**config.mk**
```make
export PLATFORM = sky130hd
export DESIGN_NAME = hsi_msg_tx_ctrl
export DESIGN_NICKNAME = d
export VERILOG_FILES = /design/src/rtl/hsi_msg_tx_ctrl.sv
export SDC_FILE = /design/constraint.sdc
export NUM_CORES = 1
export LEC_CHECK = 0
export BUFFER_PORTS_ARGS = -buffer_cell sky130_fd_sc_hd__buf_2
export CORE_ASPECT_RATIO = 2
export CORE_MARGIN = 4
export CORE_UTILIZATION = 55
export CTS_CLUSTER_SIZE = 20
export DETAILED_ROUTE_END_ITERATION = 6
export PLACE_DENSITY = 0.81
export SLEW_MARGIN = 20
export SYNTH_ARGS = -nofsm -noshare
export SYNTH_HDL_FRONTEND = slang
export SYNTH_SLANG_ARGS = --single-unit
```
**constraint.sdc**
```tcl
create_clock -name clk -period 6.05 [get_ports clk]
set_input_delay 1.21 -clock clk [delete_from_list [all_inputs] [get_ports clk]]
set_output_delay 1.21 -clock clk [all_outputs]
set_load 0.05 [all_outputs]
```
**src/rtl/hsi_msg_tx_ctrl.sv**
```systemverilog
// HSI master message transmitter: arbitrates pending request types and frames
// marker, flag, payload and checksum bytes onto the byte coder's busy handshake.
module hsi_msg_tx_ctrl #(
  parameter int unsigned          N_TYPES = 3,
  parameter int unsigned          MSG_LEN = 5,
  parameter logic [7:0]           MARKER  = 8'hA5,
  parameter logic [N_TYPES*8-1:0] FLAGS   = 24'h040201
) (
  input  logic               clk,
  input  logic               rst,
  input  logic [N_TYPES-1:0] req,
  input  logic               abort,
  input  logic [7:0]         pl_data,
  input  logic               cd_busy,
  output logic [7:0]         q,
  output logic               q_rdy,
  output logic               msg_end,
  output logic [N_TYPES-1:0] active,
  output logic [7:0]         pl_idx,
  output logic               tx_busy
);

  localparam int unsigned BW      = 8;
  localparam logic [BW-1:0] LAST    = BW'(MSG_LEN - 1);
  localparam logic [BW-1:0] PL_LAST = BW'(MSG_LEN - 2);

  typedef enum logic [1:0] {
    ST_IDLE = 2'd0,
    ST_SEND = 2'd1,
    ST_WAIT = 2'd2
  } state_e;

  state_e              state_q, state_d;
  logic [N_TYPES-1:0]  pending_q, pending_d;
  logic [N_TYPES-1:0]  active_q, active_d;
  logic [BW-1:0]       cntr_q, cntr_d;
  logic [BW-1:0]       chk_q, chk_d;
  logic [BW-1:0]       byte_q, byte_d;
  logic [BW-1:0]       pl_idx_q, pl_idx_d;
  logic                msg_end_q, msg_end_d;

  logic                pick_found;
  logic [N_TYPES-1:0]  pick_oh;
  logic [N_TYPES-1:0]  clr_c;
  logic [BW-1:0]       flag_c;
  logic [BW-1:0]       nxt_c;
  logic                is_pl_c;
  logic                nxt_pl_c;
  logic [BW-1:0]       q_c;

  // Lowest pending index wins
  always_comb begin
    pick_found = 1'b0;
    pick_oh    = '0;
    for (int unsigned i = 0; i < N_TYPES; i++) begin
      if (pending_q[i] && !pick_found) begin
        pick_found = 1'b1;
        pick_oh[i] = 1'b1;
      end
    end
  end

  always_comb begin
    flag_c = '0;
    for (int unsigned i = 0; i < N_TYPES; i++) begin
      if (active_q[i]) flag_c = FLAGS[8*i +: 8];
    end
  end

  assign is_pl_c  = (cntr_q >= BW'(2)) && (cntr_q <= PL_LAST);
  assign nxt_c    = cntr_q + BW'(1);
  assign nxt_pl_c = (nxt_c >= BW'(2)) && (nxt_c <= PL_LAST);

  // Payload bytes come straight from the user until acceptance latches them
  assign q_c = ((state_q == ST_SEND) && is_pl_c) ? pl_data : byte_q;

  always_comb begin
    state_d   = state_q;
    active_d  = active_q;
    cntr_d    = cntr_q;
    chk_d     = chk_q;
    byte_d    = byte_q;
    pl_idx_d  = pl_idx_q;
    msg_end_d = 1'b0;
    clr_c     = '0;

    unique case (state_q)
      ST_IDLE: begin
        if (pick_found) begin
          clr_c    = pick_oh;
          active_d = pick_oh;
          cntr_d   = '0;
          chk_d    = '0;
          byte_d   = MARKER;
          pl_idx_d = '0;
          state_d  = ST_SEND;
        end
      end
      ST_SEND: begin
        if (cd_busy) begin
          state_d = ST_WAIT;
          byte_d  = q_c;
          if ((cntr_q >= BW'(1)) && (cntr_q <= PL_LAST)) chk_d = chk_q + q_c;
        end
      end
      ST_WAIT: begin
        if (!cd_busy) begin
          if (cntr_q == LAST) begin
            state_d   = ST_IDLE;
            msg_end_d = 1'b1;
            active_d  = '0;
            byte_d    = '0;
            pl_idx_d  = '0;
          end else begin
            state_d  = ST_SEND;
            cntr_d   = nxt_c;
            pl_idx_d = nxt_pl_c ? (nxt_c - BW'(2)) : '0;
            if (nxt_c == BW'(1))  byte_d = flag_c;
            else if (nxt_c == LAST) byte_d = chk_q;
            else                  byte_d = '0;
          end
        end
      end
      default: state_d = ST_IDLE;
    endcase

    // Abort drops the message but leaves queued requests intact
    if (abort) begin
      state_d   = ST_IDLE;
      active_d  = '0;
      byte_d    = '0;
      pl_idx_d  = '0;
      msg_end_d = 1'b0;
      clr_c     = '0;
    end

    pending_d = (pending_q & ~clr_c) | req;
  end

  always_ff @(posedge clk) begin
    if (rst) begin
      state_q   <= ST_IDLE;
      pending_q <= '0;
      active_q  <= '0;
      cntr_q    <= '0;
      chk_q     <= '0;
      byte_q    <= '0;
      pl_idx_q  <= '0;
      msg_end_q <= 1'b0;
    end else begin
      state_q   <= state_d;
      pending_q <= pending_d;
      active_q  <= active_d;
      cntr_q    <= cntr_d;
      chk_q     <= chk_d;
      byte_q    <= byte_d;
      pl_idx_q  <= pl_idx_d;
      msg_end_q <= msg_end_d;
    end
  end

  assign q       = q_c;
  assign q_rdy   = (state_q == ST_SEND) && !cd_busy;
  assign msg_end = msg_end_q;
  assign active  = active_q;
  assign pl_idx  = pl_idx_q;
  assign tx_busy = (state_q != ST_IDLE);

endmodule

```
### After elaboration in Yosys (flattened, before gate mapping)

Cells that the tools add are included.

* input port bits: 15
* output and inout bits: 22
* register bits after elaboration: 41

* reduce and logical (&&, ||, !) cells: 23
* bitwise operators: 4
* eq/ne operators: 11
* mux-type cells: 40
* order comparisons: 5
* add/subtract/negate cells: 3

Operator list (count)
* two-way mux 8 bit: 17
* one-hot mux 8 bit (2 select lines): 3
* one-hot mux 8 bit (3 select lines): 1
* two-way mux 3 bit: 6
* == test 8 x 3 -> 1 bit, second input constant: 2
* greater-or-equal comparator 8 x 2 -> 1 bit, second input constant: 2
* less-or-equal comparator 8 x 2 -> 1 bit, second input constant: 2
* AND reduction 4 bit: 4
* != test 2 bit, second input constant: 5
* adder 8 x 1 -> 8 bit, second input constant: 1
* adder 8 bit: 1
* == test 8 x 1 -> 1 bit, second input constant: 1
* greater-or-equal comparator 8 x 1 -> 1 bit, second input constant: 1
* two-way mux 1 bit: 8
* subtractor 8 x 2 -> 8 bit, second input constant: 1
* logical AND 1 bit: 7
* two-way mux 2 bit: 3
* one-hot mux 2 bit (3 select lines): 1
* one-hot mux 3 bit (2 select lines): 1
* AND reduction 3 bit: 2
* nonzero test 2 bit: 3
* OR reduction 4 bit: 1
* AND 3 bit: 1
* zero test 1 bit: 3
* other kinds (9): 9

### Longest topological paths before layout

Gate-level depths: netlist of run 1.

* word-level depth: 13
* depth in mapped cells: 15
* depth with buffers taken out: 14

### Least setup slack after synthesis of run 1

OpenSTA, ideal clock, no wires.

* path type: reg2reg
* start point: register cntr_q[2]
* end point: register chk_q[7]
* library setup time: 0.074 ns
* setup slack: 2.544 ns
* arrival: 3.432 ns
* cell stages (with the launch flop): 13
* cell sequence: dfxtp_1 buf_6 or3_4 and4bb_2 buf_2 mux2_2 ha_1 a21oi_1 o221ai_1 o41ai_1 xor2_1 or4b_1 a31oi_1

* cells in the longest elaborated chain, start to end: 8

Ends and longest elaborated chain
* start, declared: RTL line 36 `logic [BW-1:0] cntr_q, cntr_d;`
* start signal, assigned: RTL line 154 `cntr_q <= cntr_d;`
* greater-or-equal comparator 8 x 2 -> 1 bit or less-or-equal comparator 8 x 2 -> 1 bit (tied branches): RTL line 70 `assign is_pl_c = (cntr_q >= BW'(2)) && (cntr_q <= PL_LAST);`
* logical AND 1 bit (*): RTL line 70
* logical AND 1 bit (*): RTL line 75 `assign q_c = ((state_q == ST_SEND) && is_pl_c) ? pl_data : byte_q;`
* two-way mux 8 bit (*): RTL line 75
* named net q[1]: RTL line 15 `output logic [7:0] q,`
* adder 8 bit (*): RTL line 103 `if ((cntr_q >= BW'(1)) && (cntr_q <= PL_LAST)) chk_d = chk_q + q_c;`
* two-way mux 8 bit (*): RTL line 103
* two-way mux 8 bit (*): RTL line 100 `if (cd_busy) begin`
* one-hot mux 8 bit (2 select lines) (*): RTL line 87 `unique case (state_q)`
* end signal, assigned: RTL line 155 `chk_q <= chk_d;`
* end, declared: RTL line 37 `logic [BW-1:0] chk_q, chk_d;`

The timed path passes the listed nets; every way through them passes the cells marked *. The select of a mux whose other input is x is not followed.
A chain may end at the register's enable or synchronous reset.

### Worst setup path in the final report of run 1

* start point: register state_q[1]
* end point: register chk_q[7]

* cells in the longest elaborated chain, start to end: 7

Ends and longest elaborated chain
* start, declared: RTL line 33 `state_e state_q, state_d;`
* start signal, assigned: RTL line 151 `state_q <= state_d;`
* == test 2 x 1 -> 1 bit: RTL line 75, 87
* logical AND 1 bit: RTL line 75
* two-way mux 8 bit: RTL line 75
* adder 8 bit: RTL line 103
* two-way mux 8 bit: RTL line 103
* two-way mux 8 bit: RTL line 100
* one-hot mux 8 bit (2 select lines): RTL line 87

Parallel ways exist; a longest one is shown, timed or not. The select of a mux whose other input is x is not followed.

==> results.md, run 1 <==
| Metric | This run | Unit |
| --- | --- | --- |
| Status | finished, final reports clean | - |
| CP Class | flip-flop to flip-flop | - |
| Global placement routability congestion | 0.9038 | - |
| Buffers and inverters on the worst path | 1 | - |
| Power density normalized to cell area | 231.5 | nW/um^2 |
| Most congested layer reported by global routing | met2 | - |
| Most used DFF post-synth | sky130_fd_sc_hd__dfxtp_1 | - |
| Routed vias | 2428 | - |
| Rel. slew slack | 36.37 | % |
| Post-CTS Setup Repair Bufs | 0 | - |
| GR met3 Demand/Resource | 5.562 | % |
| Final-layout setup total negative slack | 0 | ps |
| First-pass GRT wire length | 11220 | um |
| R2r worst-path depth | 11 | - |
| Hold Worst Slack | 453.5 | ps |
| Number of placement rows | 35 | - |
| Die height | 104.8 | um |
| Antenna violations before repair | 0 | - |
| Transition time at the pin with the least slew margin | 941.2 | ps |
| FF+latch count, synth | 41 | - |
| Worst hold path startpoint | pl_idx[3]$_SDFFE_PP0P_ | - |
| Total gr overflow | 0 | - |
| Number of buffers inserted for hold repair after clock tree synthesis | 0 | - |
| Leakage power | 0.001233 | uW |
| Mapped Nets | 340 | - |
| Drt pass-1 iters | 6 | - |
| Worst reg2reg setup slack | 2120 | ps |
| Vias per std cell | 6.194 | - |
| Number of resized instances in the post-cts repair step | 0 | - |
| Average instance area after synthesis | 8.360 | um^2 |
| DP Wirelength | 5139 | um |
| Req. time, crit path | 6280 | ps |
| Area of the core region | 4554 | um^2 |
| Final setup margin | 2120 | ps |
| Placement Setup Slack | 2167 | ps |
| DRC violation count after routing | 0 | - |
| Setup repair after global routing missed its margin | false | - |
| Synthesis Warnings | 0 | - |
| Starting density of the core | 56.54 | % |
| Part of the cycle the worst path needs | 64.96 | % |
| Max Fclk | 254.5 | MHz |
| Filler Cells Inserted | 408 | - |
| Placement Cell Area | 2749 | um^2 |
| Peak supply drop | 0.1686 | mV |
| Overall global routing resource usage | 23.83 | % |
| Layout Skew | 14.58 | ps |
| Multi-input combinational cell area | 1619 | um^2 |
| Vias in the first global route | 2451 | - |
| Top cell type's share of synthesized area | 31.88 | % |
| Cell with the largest stage delay on the worst path | sky130_fd_sc_hd__ha_1 | - |
| Critical path's top delay family | simple AND/OR/NAND/NOR gates | - |
| Number of distinct library cells after synthesis | 62 | - |
| Netlist area before placement | 2575 | um^2 |
| Number of antenna repair diodes | 0 | - |
| Met1 track demand over resource | 20.80 | % |
| Stage delay of the slowest cell on the critical path | 690 | ps |
| Layout cell share with drive strength beyond 1 | 19.58 | % |
| Sink Count | 41 | - |
| Largest buffer count on any clock path | 2 | - |
| CTS Buf Count | 5 | - |
| Clock period minus worst slack | 3930 | ps |
| EDFF count, synth | 0 | - |
| CTS root buffer | sky130_fd_sc_hd__clkbuf_8 | - |
| Clk_lat worst skew | 310 | ps |
| CTS H-tree lvls | 2 | - |
| Crit Reg-Reg Startpoint | state_q[1]$_SDFFE_PP0P_ | - |
| Number of maximum-capacitance constraint violations | 0 | - |
| Average detailed-routed wire length per instance | 17.14 | um |
| Element type at the critical path end | flip-flop | - |
| Critical Path Fanout Max | 24 | - |
| Signal arrival time at the worst endpoint | 4160 | ps |
| Number of DRC violations after detailed-routing iteration 0 | 96 | - |
| Worst reg2reg path endpoint | chk_q[7]$_SDFFE_PP0P_ | - |
| Antenna Nets Post-Route | 0 | - |
| Ranking of synthesized cells by area | sky130_fd_sc_hd__dfxtp_1, sky130_fd_sc_hd__ha_1, sky130_fd_sc_hd__a21oi_1 | - |
| Final Routed Wirelength | 6720 | um |
| Type of origin of the critical path | flip-flop | - |
| Critical Path Most Common Cell | sky130_fd_sc_hd__ha_1 | - |
| Number of top-level design ports | 37 | - |
| Die width | 56.38 | um |
| Register Area | 820.8 | um^2 |
| Cell-by-cell listing of the critical path | inv_1 > ha_1 > and4bb_2 > mux2_2 > ha_1 > a21oi_1 > o221ai_1 > o41ai_1 > xor2_1 > or4b_1 > a31oi_1 | - |
| Hold EP | pl_idx[3]$_SDFFE_PP0P_ | - |
| Register clock-pin slew on the reported worst setup and hold paths | 100 | ps |
| Port-buffer cells | 36 | - |
| Share of flip-flops with an asynchronous set or reset | 0 | % |
| Hold Path Class | flip-flop to flip-flop | - |
| CTS tree | yes | - |
| Cell depth of the worst hold path | 1 | - |
| Sequential element share of the synthesized area | 31.88 | % |
| Number of max-slew violations in the final report | 0 | - |
| Final design area excluding fillers | 2887 | um^2 |
| Largest net degree at the start of global routing | 25 | - |
| Count of endpoints failing setup in the final report | 0 | - |
| Layout area overhead | 12.10 | % |
| Met2 usage in global routing | 46.15 | % |
| Synth area leader | sky130_fd_sc_hd__dfxtp_1 | - |
| Final Hold Fails | 0 | - |
| Die Outline Area | 5907 | um^2 |
| Final net count | 368 | - |
| Post-synthesis instance total | 308 | - |
==> metrics by stage <==
| stage | cells | utilization, % | total power (uW) |
|---|---|---|---|
| detailed placement | 384 | 60.36 | 398.2 |
| finish | 392 | 63.38 | 668.2 |
| CTS | 392 | 63.38 | 665.6 |
| floorplan | 308 | - | 364.8 |
| global route | 392 | 63.38 | 689.2 |
| global placement | 384 | 60.36 | 397.0 |
==> power by group <==
part | switching (uW) | internal (uW) | leakage (uW)
logic | 79.8 | 33.7 | 0.000832
clock network | 107 | 166 | 0.0000687
registers | 5.31 | 276 | 0.000332
total | 192 | 476 | 0.00123
==> cells by family (layout without fill, tap and decap cells) <==
family / Yosys count / after routing / share of synthesized area (%)
buffers and inverters: 30 / 59 / 5.248
AOI/OAI and AO/OA: 82 / 82 / 21.77
xor gates and xnor gates: 10 / 10 / 3.402
muxes: 10 / 10 / 4.422
and+or+nand+nor: 118 / 118 / 24.73
adders and majority gates: 17 / 17 / 8.552
DFF: 41 / 41 / 31.88
==> worst reg2reg max path, delay by kind of cell, from the launching register on <==
kind	cells	cell delay, ps
flip-flops	1	340
XOR/XNOR	1	130
multiplexers	1	410
adder cells (fa/ha/maj)	2	970
AO/OA/AOI/OAI	4	890
buffers and inverters	1	100
AND/OR/NAND/NOR	2	1030
==> Yosys cell counts, types with 2 or more instances <==
cell,n
sky130_fd_sc_hd__o2111ai_1,2
sky130_fd_sc_hd__dfxtp_1,41
sky130_fd_sc_hd__and2_1,2
sky130_fd_sc_hd__xor2_1,2
sky130_fd_sc_hd__a21o_1,7
sky130_fd_sc_hd__o21ai_0,12
sky130_fd_sc_hd__nor4b_1,3
sky130_fd_sc_hd__nand2b_1,4
sky130_fd_sc_hd__nand2_1,22
sky130_fd_sc_hd__and4_1,2
sky130_fd_sc_hd__nand4b_1,4
sky130_fd_sc_hd__a211o_1,2
sky130_fd_sc_hd__a22o_1,3
sky130_fd_sc_hd__a21oi_1,29
sky130_fd_sc_hd__clkbuf_1,10
sky130_fd_sc_hd__ha_1,16
sky130_fd_sc_hd__nand4_1,3
sky130_fd_sc_hd__and3_1,2
sky130_fd_sc_hd__mux2i_1,2
sky130_fd_sc_hd__o211ai_1,3
sky130_fd_sc_hd__nand3b_1,3
sky130_fd_sc_hd__nor3b_1,3
sky130_fd_sc_hd__xnor2_1,8
sky130_fd_sc_hd__nand3_1,16
sky130_fd_sc_hd__a211oi_1,3
sky130_fd_sc_hd__mux2_2,7
sky130_fd_sc_hd__or2_2,3
sky130_fd_sc_hd__a221oi_1,2
sky130_fd_sc_hd__buf_6,2
sky130_fd_sc_hd__nor3_1,7
sky130_fd_sc_hd__inv_1,14
sky130_fd_sc_hd__buf_2,3
sky130_fd_sc_hd__o21a_1,3
sky130_fd_sc_hd__a22oi_1,3
sky130_fd_sc_hd__nor2b_1,3
sky130_fd_sc_hd__nor2_1,31
==> flip-flops by register name, summed over array words and instances, names as in the netlist <==
register / count
active: 3
byte_q: 8
chk_q: 8
cntr_q: 8
msg_end: 1
pending_q: 3
pl_idx: 8
state_q: 2
==> cells in the final DEF (no fill, tap or decap), drive strengths merged, types with 4 or more instances in the layout <==
cell    netlist  layout
nand3        16      16
ha           16      16
a21o          7       7
nor3          7       7
mux2          8       8
nand2b        4       4
nor2         31      31
nand2        22      22
a21oi        29      29
xnor2         8       8
clkbuf       10       5
a211oi        4       4
dfxtp        41      41
nand4b        4       4
o21ai        13      13
inv          14      15
or2           4       4
buf           6      37
==> area by class of cell <==
cell class	count	area share [%]
clock buffer	5	2.384
clock inverter	3	2.384
inverter	14	1.821
multi-input combinational	237	56.09
sequential	41	28.44
tap	55	2.384
timing repair buffer	37	6.502
==> worst max path at each step <==
stage	depth (start not counted)	from	slack (ps)	end
floorplan	12	cntr_q[2]$_SDFFE_PP0P_	2540	chk_q[7]$_SDFFE_PP0P_
global placement	11	state_q[1]$_SDFFE_PP0P_	2290	chk_q[7]$_SDFFE_PP0P_
detailed placement	11	state_q[1]$_SDFFE_PP0P_	2170	chk_q[7]$_SDFFE_PP0P_
CTS	11	state_q[1]$_SDFFE_PP0P_	2160	chk_q[7]$_SDFFE_PP0P_
global route	11	state_q[1]$_SDFFE_PP0P_	2000	chk_q[7]$_SDFFE_PP0P_
finish	11	state_q[1]$_SDFFE_PP0P_	2120	chk_q[7]$_SDFFE_PP0P_
==> per-layer routing <==
layer | vias up | wire length (um)
li1 | 1171 | -
met1 | 1144 | 2204
met2 | 83 | 3828
met3 | 30 | 357
met4 | 0 | 330
met5 | - | 0
Note: power is estimated with default switching activity, not from simulation.
==> inputs of run 2 (changes only) <==
--- a/config.mk
+++ b/config.mk
@@ -5,6 +5,7 @@
 export SDC_FILE = /design/constraint.sdc
 export NUM_CORES = 1
 export LEC_CHECK = 0
+export ABC_AREA = 1
 export BUFFER_PORTS_ARGS = -buffer_cell sky130_fd_sc_hd__buf_2
 export CORE_ASPECT_RATIO = 2
 export CORE_MARGIN = 4
==> constraint.sdc (replaced) <==
create_clock -name clk -period 4 [get_ports clk]
set_input_delay 0.8 -clock clk [delete_from_list [all_inputs] [get_ports clk]]
set_output_delay 0.8 -clock clk [all_outputs]
set_load 0.05 [all_outputs]
==> run 2 against run 1 <==
Count of clock-buffer cells in the layout rose by 1. Combinational power rose by 89%. Synthesized area fell by 3.9%. Critical endpoint is now chk_q[6]$_SDFFE_PP0P_. Largest cell class unchanged. Largest power group unchanged. Highest routed layer unchanged.
==> results.md, run 2 <==
| Metric | This run | Unit |
| --- | --- | --- |
| Status | finished, final reports clean | - |
| Final net count | 443 | - |
| Max Fclk | 296.2 | MHz |
| Number of max-slew violations in the final report | 0 | - |
| Most common cell after layout, fill and taps aside | sky130_fd_sc_hd__nand2_1 | - |
| Leakage power | 0.001351 | uW |
| Synthesis Warnings | 0 | - |
| Hold Path Class | flip-flop to flip-flop | - |
| Global placement routability congestion | 0.9010 | - |
| Most used DFF post-synth | sky130_fd_sc_hd__dfxtp_1 | - |
| Number of maximum-capacitance constraint violations | 0 | - |
| Number of antenna repair diodes | 0 | - |
| Clock period minus worst slack | 3377 | ps |
| Share of cell area taken by muxes after synthesis | 0 | % |
| Most common library cells after synthesis | sky130_fd_sc_hd__nand2_1, sky130_fd_sc_hd__inv_1, sky130_fd_sc_hd__a21oi_1 | - |
| Req. time, crit path | 4230 | ps |
| Number of DRC violations after detailed-routing iteration 0 | 76 | - |
| Netlist area before placement | 2475 | um^2 |
| Register clock-pin slew on the reported worst setup and hold paths | 90 | ps |
| Largest net degree at the start of global routing | 21 | - |
| Antenna Nets Post-Route | 0 | - |
| CTS root buffer | sky130_fd_sc_hd__clkbuf_8 | - |
| Critical Path Fanout Max | 16 | - |
| Average instance area after synthesis | 6.617 | um^2 |
| Number of resized instances in the post-cts repair step | 0 | - |
| Final design area excluding fillers | 2813 | um^2 |
| CTS tree | yes | - |
| Sink Count | 41 | - |
| Number of placement rows | 34 | - |
| Number of top-level design ports | 37 | - |
| Layout Skew | 11.78 | ps |
| FF+latch count, synth | 41 | - |
| Post-CTS Setup Repair Bufs | 0 | - |
| Count of endpoints failing setup in the final report | 0 | - |
| Type of origin of the critical path | flip-flop | - |
| Placement Cell Area | 2693 | um^2 |
| Area of the core region | 4339 | um^2 |
| Synth area leader | sky130_fd_sc_hd__dfxtp_1 | - |
| DP Wirelength | 5264 | um |
| Drt pass-1 iters | 4 | - |
| Total gr overflow | 0 | - |
| Vias in the first global route | 2472 | - |
| Largest buffer count on any clock path | 2 | - |
| Sequential element share of the synthesized area | 33.16 | % |
| Starting density of the core | 57.04 | % |
| Part of the cycle the worst path needs | 84.41 | % |
| Filler Cells Inserted | 434 | - |
| Routed vias | 2547 | - |
| Overall global routing resource usage | 24.26 | % |
| First-pass GRT wire length | 10890 | um |
| DRC violation count after routing | 0 | - |
| Setup repair after global routing missed its margin | false | - |
| Rel. slew slack | 64.34 | % |
| Vias per std cell | 5.466 | - |
| Signal arrival time at the worst endpoint | 3600 | ps |
| Number of buffers inserted for hold repair after clock tree synthesis | 0 | - |
| Layout cell share with drive strength beyond 1 | 15.29 | % |
| Highest-count cells in the layout ignoring fill and taps | sky130_fd_sc_hd__nand2_1, sky130_fd_sc_hd__inv_1, sky130_fd_sc_hd__a21oi_1 | - |
| Post-synthesis instance total | 374 | - |
| CP Class | flip-flop to flip-flop | - |
| EDFF count, synth | 0 | - |
| CTS H-tree lvls | 2 | - |
| Final-layout setup total negative slack | 0 | ps |
| Most frequent cell after synthesis | sky130_fd_sc_hd__nand2_1 | - |
| Layout area overhead | 13.65 | % |
| Clk_lat worst skew | 300 | ps |
| Post-Synth Adder-Cell Area | 8.898 | % |
| CTS Buf Count | 5 | - |
| Port-buffer cells | 36 | - |
| Mapped Nets | 406 | - |
| Register Area | 820.8 | um^2 |
| Complex-gate fraction of the synthesized area | 15.93 | % |
| Power density normalized to cell area | 355.4 | nW/um^2 |
| Synthesized-area fraction occupied by and/or/nand/nor cells | 31.24 | % |
| Multi-input combinational cell area | 1414 | um^2 |
| Peak supply drop | 0.3752 | mV |
| Post-synthesis xor/xnor area fraction | 1.062 | % |
| Share of flip-flops with an asynchronous set or reset | 0 | % |
| Die Outline Area | 5702 | um^2 |
| Die height | 102.9 | um |
| Transition time at the pin with the least slew margin | 532.9 | ps |
| Final Hold Fails | 0 | - |
| Average detailed-routed wire length per instance | 14.46 | um |
| Main combinational cell family by area after synthesis | simple AND/OR/NAND/NOR gates | - |
| Die width | 55.43 | um |
| Element type at the critical path end | flip-flop | - |
| Top cell type's share of synthesized area | 33.16 | % |
| Number of distinct library cells after synthesis | 32 | - |
| Final Routed Wirelength | 6737 | um |
| Ranking of synthesized cells by area | sky130_fd_sc_hd__dfxtp_1, sky130_fd_sc_hd__nand2_1, sky130_fd_sc_hd__a21oi_1 | - |
| Antenna violations before repair | 0 | - |
==> run 2: worst paths after layout <==
kind | from | to | slack (ps) | cells after the start
worst min-delay path | pl_idx[0]$_SDFFE_PP0P_ | pl_idx[0]$_SDFFE_PP0P_ | 470 | 2
worst max register to register | state_q[1]$_SDFFE_PP0P_ | chk_q[6]$_SDFFE_PP0P_ | 620 | 18
worst max-delay path | state_q[1]$_SDFFE_PP0P_ | chk_q[6]$_SDFFE_PP0P_ | 620 | 18
worst min register to register | pl_idx[0]$_SDFFE_PP0P_ | pl_idx[0]$_SDFFE_PP0P_ | 470 | 2
==> run 2: power breakdown <==
part	leakage (uW)	switching (uW)	internal, uW
registers	0.000332	10.3	421
logic	0.000961	161	54.1
clock network	0.0000574	151	203
total	0.00135	322	678
==> run 2: stage by stage <==
step	hold slack [ps]	total power [uW]	setup WS, ps	utilization [%]	cells
after detailed placement	459.4	653.2	779.7	62.05	458
after global routing	488.4	1040	371.6	64.82	466
after CTS	472.5	1006	704.4	64.82	466
after global placement	451.2	648.2	990.1	62.05	458
after floorplan	444.9	591.6	610.6	-	374
final	470.7	999.8	623.5	64.82	466
==> run 2: critical path, cell delays in order (launching register included) <==
cell and delay (ps):
sky130_fd_sc_hd__dfxtp_1 350, sky130_fd_sc_hd__inv_1 130, sky130_fd_sc_hd__ha_1 370, sky130_fd_sc_hd__inv_2 140, sky130_fd_sc_hd__nor2_2 190, sky130_fd_sc_hd__nand3_2 310
sky130_fd_sc_hd__a21oi_1 340, sky130_fd_sc_hd__ha_1 210, sky130_fd_sc_hd__inv_1 60, sky130_fd_sc_hd__fa_1 350, sky130_fd_sc_hd__inv_1 100, sky130_fd_sc_hd__nand3_1 70
sky130_fd_sc_hd__nand2_1 90, sky130_fd_sc_hd__nand2_1 70, sky130_fd_sc_hd__nand2_1 70, sky130_fd_sc_hd__a21oi_1 70, sky130_fd_sc_hd__xnor2_1 160, sky130_fd_sc_hd__nand2_1 80
sky130_fd_sc_hd__a21oi_1 150
==> run 2: kinds of logic (layout without fill, tap and decap cells) <==
| family | count (synthesis) | after routing |
|---|---|---|
| fa+ha+maj | 17 | 17 |
| flops | 41 | 41 |
| buf+inv | 62 | 100 |
| simple gates | 179 | 179 |
| xor+xnor | 3 | 3 |
| compound gates | 72 | 72 |
==> run 2: area by class of cell <==
type                    instances  area share (%)
multi-input cells             271           50.27
flip-flops and latches         41           29.18
inverters                      56           7.473
repair buffers                 36           6.406
clock buffers                   6           2.936
well taps                      54           2.402
clock inverters                 2           1.335
==> run 2: per-layer routing <==
layer  track usage, %  up-vias  wire [um]
met1            21.18     1151       2342
met2            49.45       81       3752
li1                 -     1281          -
met5                0        -          0
met3            3.759       34        249
met4            15.73        0        392
